$ cat config.mk
export PLATFORM = sky130hd
export DESIGN_NAME = pc_gen_flat
export DESIGN_NICKNAME = d
export VERILOG_FILES = /design/src/rtl/pc_gen_pkg.sv /design/src/rtl/pc_gen_if.sv /design/src/rtl/pc_ras.sv /design/src/rtl/pc_gen.sv /design/src/flat_wrapper.sv
export SDC_FILE = /design/constraint.sdc
export NUM_CORES = 1
export LEC_CHECK = 0
export CAP_MARGIN = 20
export CORE_ASPECT_RATIO = 0.5
export CORE_MARGIN = 1
export CORE_UTILIZATION = 35
export CTS_CLUSTER_DIAMETER = 30
export CTS_CLUSTER_SIZE = 14
export DETAILED_ROUTE_END_ITERATION = 6
export PLACE_DENSITY_LB_ADDON = 0.3
export SLEW_MARGIN = 20
export SYNTH_ARGS = -nofsm -noshare
export SYNTH_HDL_FRONTEND = slang
export SYNTH_HIERARCHICAL = 1
export SYNTH_SLANG_ARGS = --single-unit
$ cat constraint.sdc
create_clock -name clk_i -period 5.2 [get_ports clk_i]
set_input_delay 1.04 -clock clk_i [delete_from_list [all_inputs] [get_ports clk_i]]
set_output_delay 1.04 -clock clk_i [all_outputs]
set_load 0.02 [all_outputs]
$ cat src/rtl/pc_gen_pkg.sv
`default_nettype none
// ============================================================================
// Module      : pc_gen_pkg
// Description : Shared types and default constants for the PC generator:
//               sequencer state encoding and default widths.
// Revision    : 1.0 - initial release
// ============================================================================
package pc_gen_pkg;

  localparam int DEFAULT_XLEN        = 32;
  localparam int DEFAULT_INSTR_BYTES = 4;
  localparam int DEFAULT_RAS_DEPTH   = 4;

  // Fetch sequencer states. IDLE is the reset state and never re-entered
  // except through reset.
  typedef enum logic [1:0] {
    IDLE = 2'd0,
    RUN  = 2'd1,
    HALT = 2'd2
  } state_e;

endpackage
`default_nettype wire

$ cat src/rtl/pc_gen_if.sv
`default_nettype none
// ============================================================================
// Module      : pc_gen_if
// Description : Control/request bundle between the pipeline and the PC
//               generator. The master side issues requests and observes the
//               fetch PC; the slave side is the PC generator itself.
// Revision    : 1.0 - initial release
// ============================================================================
interface pc_gen_if #(
  parameter int XLEN = pc_gen_pkg::DEFAULT_XLEN
) ();

  logic            start_i;
  logic            halt_i;
  logic            resume_i;
  logic            stall_i;
  logic            trap_i;
  logic [XLEN-1:0] trap_vec_i;
  logic            redirect_i;
  logic [XLEN-1:0] redirect_pc_i;
  logic            jump_i;
  logic [XLEN-1:0] jump_pc_i;
  logic            call_i;
  logic            ret_i;
  logic [XLEN-1:0] ret_pc_i;
  logic [XLEN-1:0] pc_o;
  logic            valid_o;
  logic            ras_hit_o;

  // Pipeline side: drives requests, consumes the fetch address.
  modport master (
    output start_i, halt_i, resume_i, stall_i,
    output trap_i, trap_vec_i,
    output redirect_i, redirect_pc_i,
    output jump_i, jump_pc_i, call_i,
    output ret_i, ret_pc_i,
    input  pc_o, valid_o, ras_hit_o
  );

  // PC generator side.
  modport slave (
    input  start_i, halt_i, resume_i, stall_i,
    input  trap_i, trap_vec_i,
    input  redirect_i, redirect_pc_i,
    input  jump_i, jump_pc_i, call_i,
    input  ret_i, ret_pc_i,
    output pc_o, valid_o, ras_hit_o
  );

endinterface
`default_nettype wire

$ cat src/rtl/pc_ras.sv
`default_nettype none
// ============================================================================
// Module      : pc_ras
// Description : Circular return-address stack. ptr_q addresses the next free
//               slot, so the top of stack is ptr_q-1. When full, a push lands
//               on the oldest entry and the count stays saturated. A
//               simultaneous push and pop rewrites the top in place.
// Revision    : 1.0 - initial release
// ============================================================================
module pc_ras
  import pc_gen_pkg::*;
#(
  parameter int XLEN      = DEFAULT_XLEN,
  parameter int RAS_DEPTH = DEFAULT_RAS_DEPTH
) (
  input  logic            clk_i,
  input  logic            rst_i,
  input  logic            push_i,
  input  logic            pop_i,
  input  logic            clear_i,
  input  logic [XLEN-1:0] push_data_i,
  output logic [XLEN-1:0] top_o,
  output logic            empty_o
);

  localparam int               PTR_W   = $clog2(RAS_DEPTH);
  localparam int               CNT_W   = PTR_W + 1;
  localparam logic [CNT_W-1:0] CNT_MAX = CNT_W'(RAS_DEPTH);

  logic [XLEN-1:0]  mem_q [RAS_DEPTH];
  logic [PTR_W-1:0] ptr_q, ptr_d;
  logic [CNT_W-1:0] cnt_q, cnt_d;
  logic [PTR_W-1:0] top_idx;
  logic [PTR_W-1:0] wr_idx;
  logic             wr_en;
  logic             do_pop;
  logic             do_swap;

  assign top_idx = ptr_q - PTR_W'(1);
  assign top_o   = mem_q[top_idx];
  assign empty_o = (cnt_q == '0);

  // A pop of an empty stack is meaningless; ignore it here as well.
  assign do_pop  = pop_i && !empty_o;
  assign do_swap = push_i && do_pop;

  // Next pointer/count and the entry write for this cycle's operation.
  always_comb begin
    ptr_d  = ptr_q;
    cnt_d  = cnt_q;
    wr_en  = 1'b0;
    wr_idx = ptr_q;
    if (clear_i) begin
      // Entries become unreachable; the pointer position is irrelevant.
      cnt_d = '0;
    end else if (do_swap) begin
      wr_en  = 1'b1;
      wr_idx = top_idx;
    end else if (push_i) begin
      wr_en  = 1'b1;
      wr_idx = ptr_q;
      ptr_d  = ptr_q + PTR_W'(1);
      if (cnt_q != CNT_MAX) begin
        cnt_d = cnt_q + CNT_W'(1);
      end
    end else if (do_pop) begin
      ptr_d = ptr_q - PTR_W'(1);
      cnt_d = cnt_q - CNT_W'(1);
    end
  end

  // Pointer and occupancy registers.
  always_ff @(posedge clk_i or posedge rst_i) begin
    if (rst_i) begin
      ptr_q <= '0;
      cnt_q <= '0;
    end else begin
      ptr_q <= ptr_d;
      cnt_q <= cnt_d;
    end
  end

  // Entry storage carries no reset; validity is tracked by cnt_q alone.
  always_ff @(posedge clk_i) begin
    if (wr_en) begin
      mem_q[wr_idx] <= push_data_i;
    end
  end

endmodule
`default_nettype wire

$ cat src/rtl/pc_gen.sv
`default_nettype none
// ============================================================================
// Module      : pc_gen
// Description : Fetch PC generator. IDLE/RUN/HALT sequencer with a fixed
//               target priority (trap > redirect > jump > return >
//               sequential), stall handling and a return-address stack for
//               call/return prediction.
// Revision    : 1.0 - initial release
// ============================================================================
module pc_gen
  import pc_gen_pkg::*;
#(
  parameter int              XLEN         = DEFAULT_XLEN,
  parameter logic [XLEN-1:0] RESET_VECTOR = '0,
  parameter int              INSTR_BYTES  = DEFAULT_INSTR_BYTES,
  parameter int              RAS_DEPTH    = DEFAULT_RAS_DEPTH
) (
  input  logic    clk_i,
  input  logic    rst_i,
  pc_gen_if.slave bus
);

  localparam logic [XLEN-1:0] PC_INC     = XLEN'(INSTR_BYTES);
  localparam logic [XLEN-1:0] ALIGN_MASK = ~(XLEN'(INSTR_BYTES - 1));

  state_e          state_q;
  logic [XLEN-1:0] pc_q, pc_d;
  logic            valid_q;

  logic            in_run;
  logic            trap_ld;
  logic            redirect_ld;
  logic            accept;
  logic            ras_push;
  logic            ras_pop;
  logic            ras_empty;
  logic [XLEN-1:0] ras_top;
  logic [XLEN-1:0] pc_seq;

  assign in_run = (state_q == RUN);

  // Traps are honoured in RUN and HALT (they also wake a halted core), never
  // in IDLE. Redirects only matter while fetching. Both ignore stall.
  assign trap_ld     = bus.trap_i && (state_q != IDLE);
  assign redirect_ld = in_run && !bus.trap_i && bus.redirect_i;

  // ID-stage requests (jump/call/ret) and the sequential step only take
  // effect when nothing above them claims the cycle. A halt request freezes
  // the PC for the cycle it is taken, so it blocks them like a stall.
  assign accept = in_run && !bus.trap_i && !bus.redirect_i &&
                  !bus.stall_i && !bus.halt_i;

  assign pc_seq   = pc_q + PC_INC;
  assign ras_push = accept && bus.jump_i && bus.call_i;
  assign ras_pop  = accept && bus.ret_i && !ras_empty;

  // Next fetch address by fixed priority. A call issued together with a
  // return swaps the stack top, and the old top is the target.
  always_comb begin
    pc_d = pc_q;
    if (trap_ld) begin
      pc_d = bus.trap_vec_i & ALIGN_MASK;
    end else if (redirect_ld) begin
      pc_d = bus.redirect_pc_i & ALIGN_MASK;
    end else if (accept) begin
      if (ras_push && ras_pop) begin
        pc_d = ras_top & ALIGN_MASK;
      end else if (bus.jump_i) begin
        pc_d = bus.jump_pc_i & ALIGN_MASK;
      end else if (bus.ret_i) begin
        pc_d = (ras_empty ? bus.ret_pc_i : ras_top) & ALIGN_MASK;
      end else begin
        pc_d = pc_seq;
      end
    end
  end

  // Sequencer, PC register and registered valid flag.
  always_ff @(posedge clk_i or posedge rst_i) begin
    if (rst_i) begin
      state_q <= IDLE;
      pc_q    <= RESET_VECTOR;
      valid_q <= 1'b0;
    end else begin
      pc_q <= pc_d;
      case (state_q)
        IDLE: begin
          if (bus.start_i) begin
            state_q <= RUN;
            valid_q <= 1'b1;
          end
        end
        RUN: begin
          if (bus.halt_i && !bus.trap_i) begin
            state_q <= HALT;
            valid_q <= 1'b0;
          end
        end
        HALT: begin
          if (bus.resume_i || bus.trap_i) begin
            state_q <= RUN;
            valid_q <= 1'b1;
          end
        end
        default: begin
          state_q <= IDLE;
          valid_q <= 1'b0;
        end
      endcase
    end
  end

  pc_ras #(
    .XLEN      (XLEN),
    .RAS_DEPTH (RAS_DEPTH)
  ) u_ras (
    .clk_i       (clk_i),
    .rst_i       (rst_i),
    .push_i      (ras_push),
    .pop_i       (ras_pop),
    .clear_i     (trap_ld),
    .push_data_i (pc_seq),
    .top_o       (ras_top),
    .empty_o     (ras_empty)
  );

  assign bus.pc_o      = pc_q;
  assign bus.valid_o   = valid_q;
  assign bus.ras_hit_o = ras_pop;

endmodule
`default_nettype wire

$ cat src/flat_wrapper.sv
// flat-port wrapper written by rule: the top's interface ports become plain ports
module pc_gen_flat import pc_gen_pkg::*;
#(
  parameter int              XLEN         = DEFAULT_XLEN,
  parameter logic [XLEN-1:0] RESET_VECTOR = '0,
  parameter int              INSTR_BYTES  = DEFAULT_INSTR_BYTES,
  parameter int              RAS_DEPTH    = DEFAULT_RAS_DEPTH
)
  (clk_i, rst_i, bus_start_i, bus_halt_i, bus_resume_i, bus_stall_i, bus_trap_i, bus_trap_vec_i, bus_redirect_i, bus_redirect_pc_i, bus_jump_i, bus_jump_pc_i, bus_call_i, bus_ret_i, bus_ret_pc_i, bus_pc_o, bus_valid_o, bus_ras_hit_o);
  pc_gen_if #(.XLEN(XLEN)) bus_i ();
  input  logic clk_i;
  input  logic rst_i;
  input wire logic [$bits(bus_i.start_i)-1:0] bus_start_i;
  input wire logic [$bits(bus_i.halt_i)-1:0] bus_halt_i;
  input wire logic [$bits(bus_i.resume_i)-1:0] bus_resume_i;
  input wire logic [$bits(bus_i.stall_i)-1:0] bus_stall_i;
  input wire logic [$bits(bus_i.trap_i)-1:0] bus_trap_i;
  input wire logic [$bits(bus_i.trap_vec_i)-1:0] bus_trap_vec_i;
  input wire logic [$bits(bus_i.redirect_i)-1:0] bus_redirect_i;
  input wire logic [$bits(bus_i.redirect_pc_i)-1:0] bus_redirect_pc_i;
  input wire logic [$bits(bus_i.jump_i)-1:0] bus_jump_i;
  input wire logic [$bits(bus_i.jump_pc_i)-1:0] bus_jump_pc_i;
  input wire logic [$bits(bus_i.call_i)-1:0] bus_call_i;
  input wire logic [$bits(bus_i.ret_i)-1:0] bus_ret_i;
  input wire logic [$bits(bus_i.ret_pc_i)-1:0] bus_ret_pc_i;
  output wire logic [$bits(bus_i.pc_o)-1:0] bus_pc_o;
  output wire logic [$bits(bus_i.valid_o)-1:0] bus_valid_o;
  output wire logic [$bits(bus_i.ras_hit_o)-1:0] bus_ras_hit_o;
  assign bus_i.start_i = bus_start_i;
  assign bus_i.halt_i = bus_halt_i;
  assign bus_i.resume_i = bus_resume_i;
  assign bus_i.stall_i = bus_stall_i;
  assign bus_i.trap_i = bus_trap_i;
  assign bus_i.trap_vec_i = bus_trap_vec_i;
  assign bus_i.redirect_i = bus_redirect_i;
  assign bus_i.redirect_pc_i = bus_redirect_pc_i;
  assign bus_i.jump_i = bus_jump_i;
  assign bus_i.jump_pc_i = bus_jump_pc_i;
  assign bus_i.call_i = bus_call_i;
  assign bus_i.ret_i = bus_ret_i;
  assign bus_i.ret_pc_i = bus_ret_pc_i;
  assign bus_pc_o = bus_i.pc_o;
  assign bus_valid_o = bus_i.valid_o;
  assign bus_ras_hit_o = bus_i.ras_hit_o;
  pc_gen #(.XLEN(XLEN), .RESET_VECTOR(RESET_VECTOR), .INSTR_BYTES(INSTR_BYTES), .RAS_DEPTH(RAS_DEPTH)) u_core (.clk_i(clk_i), .rst_i(rst_i), .bus(bus_i));
endmodule
==> impl_metrics.py, run 1 <==
metrics = {
    "run_status": {
        "outcome": "finished, violations left",
        "violations": "DRC",
    },
    "setup_path": {
        "required_ps": 4160,
        "worstReg2RegStart": "u_core/u_ras/cnt_q[1]",
        "crit_path_end_kind": "primary output",
        "crit_path_start_kind": "input pin",
        "path_class": "in2out",
        "rr_endpoint": "u_core/bus.pc_o[25]",
        "ff2ff_path_depth": 7,
        "rrSetupSlack_ps": 1820,
        "cp_max_fo": 13,
        "cp.arrival_ps": 3370,
    },
    "drt": {
        "finalWirelength_um": 30180,
        "vias_per_cell": 6.035,
        "vias": 7375,
        "wl_per_cell_um": 24.70,
        "drt_pass1_iterations": 7,
        "antenna_left": 0,
        "dr.first_iter.drc_count": 1009,
        "drc": 1,
    },
    "clock_tree": {
        "post_cts_buffers": 0,
        "clkTransAtPathRegs_ps": 70,
        "cts.hold.buffers_added": 0,
        "clock_sinks": 157,
        "ctsLongestPathBuffers": 2,
        "clk_latency_ps": 430,
        "cts_resized": 0,
        "cts_tree": "done",
        "htree_num_levels": 4,
        "cts_made_buffers": 17,
        "cts_root_buf": "clkbuf_16",
    },
    "floorplanning": {
        "pin_count": 173,
        "die_h_um": 114.2,
        "die_area_um2": 25870,
        "fp.dieW_um": 226.5,
        "start_util_pct": 36.18,
        "placeableCoreArea_um2": 24370,
        "rows": 40,
    },
    "timing": {
        "finalClockSkew_ps": 15.24,
        "rsz0062_at_grt": "false",
        "slew_headroom_pct": 40.38,
        "finalCritPeriodShare_pct": 84.79,
        "slew_viol_final": 0,
        "worst_pin_slew_ps": 887.5,
        "min_period_ps": 4409,
        "setup_ws_ps": 791.2,
        "fmax_mhz": 226.8,
        "hold_viol": 0,
        "tns_ps": 0,
        "finalSetupViolations": 0,
    },
    "run": {
        "maxCapViolations": 0,
    },
    "placement": {
        "place_congestion": 0.8718,
        "post-place-ws_ps": 805.1,
        "place_inst": 1190,
        "portBuffers": 162,
        "dp_hpwl_um": 20260,
    },
    "yosys": {
        "syn_avg_cell_area_um2": 12.01,
        "syn-cell-area_um2": 8817,
        "syn_inst": 734,
        "yosysWarnings": 6,
    },
    "power": {
        "p_switching_mw": 1.698,
        "p_comb_share_pct": 33.4,
        "cellPowerDensity_nw_per_um2": 407.5,
        "power_frac_seq_pct": 41.0,
        "cellInternalPower_mw": 2.916,
        "p_total_mw": 4.614,
        "ir_drop_v": 0.0002540,
        "clkPwrFrac_pct": 25.6,
        "p_leak_nw": 3.951,
        "swShare_pct": 36.79,
    },
    "layout": {
        "nets": 1015,
        "multi_input_comb_area_um2": 3913,
        "fin_cells": 1222,
        "drive_gt1_share_pct": 14.00,
        "seqCellArea_um2": 4531,
        "n_antenna_cell": 0,
        "syn_to_final_growth_pct": 28.42,
        "fillers": 2214,
    },
    "min_path": {
        "hold_path.class": "reg2reg",
        "hold_path_depth": 2,
        "holdPathEnd": "u_core/bus.pc_o[14]",
        "worstHoldStart": "u_core/bus.pc_o[14]",
    },
    "global_route": {
        "grt_pass1_vias": 7233,
        "grt_use_total_pct": 23.65,
        "grt_max_degree": 40,
        "grt_pass1_wl_um": 44570,
        "grt_antenna_before_repair": 0,
        "overflow": 0,
    },
}
==> sequential cells by signal, indices dropped and copies added, names as in the netlist <==
| name | cells |
|---|---|
| u_core/u_ras/mem_q | 120 |
| u_core/bus.pc_o | 30 |
| u_core/u_ras/ptr_q | 2 |
| u_core/u_ras/cnt_q | 3 |
| u_core/state_q | 1 |
| u_core/bus.valid_o | 1 |
==> layout by cell type (no fill, tap or decap), drive strengths merged, types with 25 or more instances in the layout <==
cell type        n
clkdlybuf4s50  161
edfxtp         120
nor2            39
nand2           37
dfrtp           37
inv             32
mux4            30
a21oi           29
mux2i           25
o21ai           25
==> power groups by stage <==
stage	clock network (mW)	logic [mW]	registers, mW
2_1_floorplan	0	0.919	1.86
3_3_place_gp	0	1.48	1.90
3_5_place_dp	0	1.51	1.91
4_1_cts	1.20	1.52	1.88
5_1_grt	1.25	1.64	1.91
6_report	1.18	1.54	1.89
==> layout make-up <==
type	count	area share [%]
sequential	157	40.01
multi-input combinational	489	34.55
timing repair buffer	184	16.02
clock buffer	17	3.757
tap	336	3.713
clock inverter	14	1.116
inverter	25	0.8287
==> critical path, cell delays in order <==
cell and delay (ps):
clkdlybuf4s50_1 570, nor4_1 500, and4_1 560, clkdlybuf4s50_1 700
==> per-stage QoR <==
step	hold slack [ps]	util (%)	area, um2
after global routing	688.8	46.46	11320
after floorplan	622.7	-	8821
after detailed placement	614.4	44.13	10760
after global placement	612.4	44.13	10760
after CTS	634.8	46.40	11310
final	646.3	46.46	11320
==> metal layers <==
metal | up-vias | global-route usage (%) | routed length (um)
li1 | 3217 | - | -
met1 | 3691 | 32.70 | 12430
met2 | 405 | 36.99 | 14110
met3 | 62 | 4.799 | 2810
met4 | 0 | 8.153 | 835
met5 | - | 0.9488 | 0
==> worst max-delay path by stage <==
stage | start | end | slack [ps] | cells after the start
4_1_cts | bus_redirect_i | bus_ras_hit_o | 820 | 4
6_report | bus_redirect_i | bus_ras_hit_o | 790 | 4
3_3_place_gp | bus_ret_i | bus_ras_hit_o | 870 | 6
3_5_place_dp | bus_redirect_i | bus_ras_hit_o | 810 | 4
5_1_grt | bus_ret_i | bus_ras_hit_o | 730 | 6
2_1_floorplan | bus_redirect_i | u_core/u_ras/mem_q[2][10] | 170 | 6
(Power assumes the default switching activity.)
==> inputs of run 2 (changes only) <==
Clock period 5.2 ns to 4 ns, I/O delays scaled along.
==> impl_metrics.py, run 2 (synthesis results as in run 1) <==
metrics = {
    "clock_tree": {
        "cts.hold.buffers_added": 0,
        "htree_num_levels": 4,
        "clock_sinks": 157,
        "clkTransAtPathRegs_ps": 60,
        "cts_tree": "done",
        "cts_made_buffers": 17,
        "ctsLongestPathBuffers": 2,
        "cts_root_buf": "clkbuf_16",
        "cts_resized": 0,
        "clk_latency_ps": 440,
        "post_cts_buffers": 0,
    },
    "setup_path": {
        "required_ps": 3200,
        "path_class": "in2out",
        "max_stage_delay_ps": 630,
        "cp_slowest_cell": "clkdlybuf4s50_1",
        "cpMostUsedCell": "clkdlybuf4s50_1",
        "crit_path_end_kind": "primary output",
        "ff2ff_path_depth": 7,
        "rrSetupSlack_ps": 1070,
        "rr_endpoint": "u_core/u_ras/mem_q[2][9]",
        "cp_max_fo": 3,
        "worstReg2RegStart": "u_core/state_q[1]",
        "cp.arrival_ps": 2740,
        "critPathBufInv": 2,
        "crit_path_start_kind": "input pin",
        "crit_family": "buffers and inverters",
        "worstPathCellList": "clkdlybuf4s50_1, nor4_1, and4_1, clkdlybuf4s50_1",
    },
    "timing": {
        "slew_viol_final": 0,
        "fmax_mhz": 282.4,
        "finalCritPeriodShare_pct": 88.52,
        "hold_ws_ps": 608.4,
        "rsz0062_at_grt": "false",
        "hold_viol": 0,
        "worst_pin_slew_ps": 941.0,
        "tns_ps": 0,
        "min_period_ps": 3541,
        "finalSetupViolations": 0,
        "finalClockSkew_ps": 14.92,
        "slew_headroom_pct": 36.78,
    },
    "drt": {
        "finalWirelength_um": 30450,
        "vias": 7430,
        "dr.first_iter.drc_count": 917,
        "drt_pass1_iterations": 6,
        "vias_per_cell": 6.021,
        "drc": 0,
        "wl_per_cell_um": 24.67,
        "antenna_left": 0,
    },
    "layout": {
        "final_common_cell": "clkdlybuf4s50_1",
        "syn_to_final_growth_pct": 29.83,
        "nets": 1025,
        "top_register": "u_core/u_ras/mem_q",
        "mostFrequentLayoutCells": "161 x clkdlybuf4s50_1, 120 x edfxtp_1, 39 x nor2_1, 37 x nand2_1, 36 x dfrtp_1",
        "drive_gt1_share_pct": 14.83,
        "fillers": 2178,
        "largest_register_ffs": 120,
    },
    "power": {
        "cellPowerDensity_nw_per_um2": 527.2,
        "p_leak_nw": 4.004,
        "ir_drop_v": 0.0002854,
    },
    "placement": {
        "place_congestion": 0.8864,
        "portBuffers": 162,
        "dp_hpwl_um": 21210,
    },
    "global_route": {
        "grt_use_total_pct": 24.20,
        "grt_max_degree": 40,
        "overflow": 0,
        "grt_antenna_before_repair": 1,
        "grt_pass1_vias": 7415,
        "grt_pass1_wl_um": 45510,
    },
    "floorplanning": {
        "start_util_pct": 36.18,
        "rows": 40,
        "fp.dieW_um": 226.5,
        "die_area_um2": 25870,
        "pin_count": 173,
        "die_h_um": 114.2,
        "placeableCoreArea_um2": 24370,
    },
    "run_status": {
        "outcome": "finished, final reports clean",
    },
    "run": {
        "maxCapViolations": 0,
    },
    "min_path": {
        "hold_path.class": "in2async",
    },
}
[run 2: cell count changes in the layout (fill, tap and decap cells not counted), sizes merged]
cell / change
diode: +1
clkinv: -1
buf: +10
clkinvlp: +1
clkbuf: +1
[run 2: routing by layer]
| metal | track usage (%) | part of all wire (%) | vias up | wire, um |
|---|---|---|---|---|
| li1 | - | - | 3240 | - |
| met1 | 32.59 | 42 | 3744 | 12740 |
| met2 | 38.18 | 47 | 387 | 14240 |
| met3 | 5.466 | 9.0 | 59 | 2738 |
| met4 | 9.279 | 2.4 | 0 | 726 |
| met5 | 0 | 0 | - | 0 |
[run 2: power breakdown]
group          internal (mW)  switching [mW]  leakage, nW  total [mW]
clock network          0.817           0.727        0.263        1.54
registers               2.08           0.376         1.52        2.46
logic                  0.911            1.12         2.22        2.03
[run 2: worst max path at each step]
stage,start,end,slack (ps),depth (start not counted)
detailed placement,bus_redirect_i,u_core/u_ras/mem_q[2][7],400,8
floorplan,bus_redirect_i,u_core/u_ras/mem_q[2][10],230,6
global route,bus_redirect_i,bus_ras_hit_o,390,4
global placement,bus_redirect_i,u_core/u_ras/mem_q[2][6],450,8
finish,bus_redirect_i,bus_ras_hit_o,460,4
CTS,bus_redirect_i,bus_ras_hit_o,500,4
[run 2: cell type report]
type	count	area (um2)	share of cell area (%)
Timing Repair Buffer	194	1919	16.77
Multi-Input combinational cell	489	3925	34.29
Clock buffer	18	429.2	3.749
Antenna cell	1	2.502	0.02186
Clock inverter	14	126.4	1.104
Sequential cell	157	4531	39.58
Inverter	25	93.84	0.8198
Tap cell	336	420.4	3.673
[run 2: stage by stage]
stage | instance area, um2 | setup WS [ps] | total power [mW] | utilization (%) | cells
floorplan | 8838 | 233.1 | 3.616 | - | 735
global placement | 10890 | 453.8 | 4.433 | 44.68 | 1201
detailed placement | 10890 | 398.2 | 4.491 | 44.68 | 1201
CTS | 11440 | 499.1 | 6.029 | 46.96 | 1233
global route | 11450 | 387.2 | 6.290 | 46.97 | 1234
finish | 11450 | 459.2 | 6.035 | 46.97 | 1234
==> inputs of run 3 (changes only) <==
Settings changed: RECOVER_POWER set to 25.
==> impl_metrics.py, run 3 (synthesis results as in run 1) <==
metrics = {
    "run_status": {
        "outcome": "finished, violations left",
        "violations": "DRC",
    },
    "clock_tree": {
        "clock_sinks": 157,
        "cts_tree": "done",
        "cts_made_buffers": 17,
        "ctsLongestPathBuffers": 2,
        "cts.hold.buffers_added": 0,
        "cts_root_buf": "clkbuf_16",
        "clk_latency_ps": 440,
        "cts_resized": 0,
        "clkTransAtPathRegs_ps": 70,
        "htree_num_levels": 4,
        "post_cts_buffers": 0,
    },
    "power": {
        "p_leak_nw": 3.996,
        "p_total_mw": 6.018,
        "cellPowerDensity_nw_per_um2": 526.8,
        "ir_drop_v": 0.0002838,
    },
    "timing": {
        "hold_viol": 0,
        "slew_headroom_pct": 38.06,
        "rsz0062_at_grt": "false",
        "setup_ws_ps": 453.5,
        "slew_viol_final": 0,
        "min_period_ps": 3546,
        "tns_ps": 0,
        "worst_pin_slew_ps": 922.1,
        "fmax_mhz": 282.0,
        "finalClockSkew_ps": 16.47,
        "finalCritPeriodShare_pct": 88.66,
        "finalSetupViolations": 0,
    },
    "setup_path": {
        "cpMostUsedCell": "clkdlybuf4s50_1",
        "path_depth": 4,
        "worstReg2RegStart": "u_core/state_q[1]",
        "rrSetupSlack_ps": 1070,
        "crit_path_end_kind": "primary output",
        "max_stage_delay_ps": 630,
        "crit_path_start_kind": "input pin",
        "critPathBufInv": 2,
        "crit_end": "bus_ras_hit_o",
        "crit_start": "bus_redirect_i",
        "path_class": "in2out",
        "cp_max_fo": 3,
        "cp_slowest_cell": "clkdlybuf4s50_1",
        "crit_family": "buffers and inverters",
        "required_ps": 3200,
        "rr_endpoint": "u_core/u_ras/mem_q[2][9]",
        "worstPathCellList": "clkdlybuf4s50_1, nor4_1, and4_1, clkdlybuf4s50_1",
        "ff2ff_path_depth": 7,
        "cp.arrival_ps": 2750,
    },
    "layout": {
        "utilization_pct": 46.87,
        "drive_gt1_share_pct": 14.49,
        "design_area_um2": 11420,
        "final_common_cell": "clkdlybuf4s50_1",
        "syn_to_final_growth_pct": 29.57,
        "largest_register_ffs": 120,
        "mostFrequentLayoutCells": "159 x clkdlybuf4s50_1, 120 x edfxtp_1, 39 x nor2_1, 37 x nand2_1, 36 x dfrtp_1",
        "top_register": "u_core/u_ras/mem_q",
        "nets": 1025,
    },
    "run": {
        "maxCapViolations": 0,
    },
    "placement": {
        "portBuffers": 162,
        "dp_hpwl_um": 21210,
        "post-place-ws_ps": 398.2,
        "placed_cell_area_um2": 10890,
        "place_congestion": 0.8864,
    },
    "drt": {
        "antenna_left": 0,
        "vias": 7416,
        "drc": 14,
        "dr.first_iter.drc_count": 898,
        "drt_pass1_iterations": 7,
        "finalWirelength_um": 30450,
        "wl_per_cell_um": 24.68,
        "vias_per_cell": 6.010,
    },
    "global_route": {
        "grt_pass1_vias": 7415,
        "grt_pass1_wl_um": 45510,
        "grt_use_total_pct": 24.20,
        "busiest_layer": "met2",
        "grt_antenna_before_repair": 1,
        "overflow": 0,
        "grt_max_degree": 40,
        "gr-usage-met3_pct": 5.466,
        "grt_util_met2_pct": 38.18,
        "met1_usage_pct": 32.59,
    },
    "floorplanning": {
        "pin_count": 173,
        "die_h_um": 114.2,
        "fp.dieW_um": 226.5,
        "rows": 40,
        "start_util_pct": 36.18,
        "die_area_um2": 25870,
        "placeableCoreArea_um2": 24370,
    },
    "min_path": {
        "hold_path.class": "reg2reg",
    },
}
## run 3: changes by cell type in the layout (fill, tap and decap cells not counted), sizes merged
| cell | change |
|---|---|
| clkdlybuf4s50 | -2 |
| buf | -2 |
| clkbuf | +2 |
| dlygate4sd3 | +2 |
## run 3: worst min-delay path by stage
stage                         from                    end  slack [ps]  cells after the start
3_3_place_gp   u_core/bus.pc_o[30]    u_core/bus.pc_o[30]         590                      2
6_report       u_core/bus.pc_o[30]    u_core/bus.pc_o[30]         630                      2
4_1_cts                      rst_i  u_core/u_ras/cnt_q[2]         610                      2
2_1_floorplan                rst_i  u_core/u_ras/cnt_q[0]         580                      1
5_1_grt        u_core/bus.pc_o[30]    u_core/bus.pc_o[30]         650                      2
3_5_place_dp   u_core/bus.pc_o[30]    u_core/bus.pc_o[30]         610                      2
## run 3: area by class of cell
cell class | count | area (um2)
fillers | 2182 | 12950
flip-flops and latches | 157 | 4531
multi-input cells | 489 | 3910
repair buffers | 194 | 1912
clock buffers | 18 | 429.2
well taps | 336 | 420.4
clock inverters | 14 | 126.4
inverters | 25 | 93.84
diodes | 1 | 2.502
## run 3: where the power goes
part	switching [mW]	internal, mW	leakage [nW]
registers	0.368	2.08	1.52
logic	1.12	0.906	2.22
clock network	0.727	0.817	0.263
## run 3: routing by layer
metal  up-vias  share of wire (%)  wire, um
li1       3245                  -         -
met3        58                8.4      2543
met4         0                2.4       744
met5         -                  0         0
met2       342                 47     14300
met1      3771                 42     12870
## run 3: tightest hold or removal path: stages, from the launching register on
cell and delay (ps):
dfrtp_1 400, a222oi_1 110, o21ai_0 80
## run 3: stage by stage
| stage | cells | hold slack (ps) |
|---|---|---|
| 2_1_floorplan | 735 | 578.5 |
| 3_3_place_gp | 1201 | 586.4 |
| 3_5_place_dp | 1201 | 612.4 |
| 4_1_cts | 1233 | 609.6 |
| 5_1_grt | 1234 | 647.7 |
| 6_report | 1234 | 633.7 |
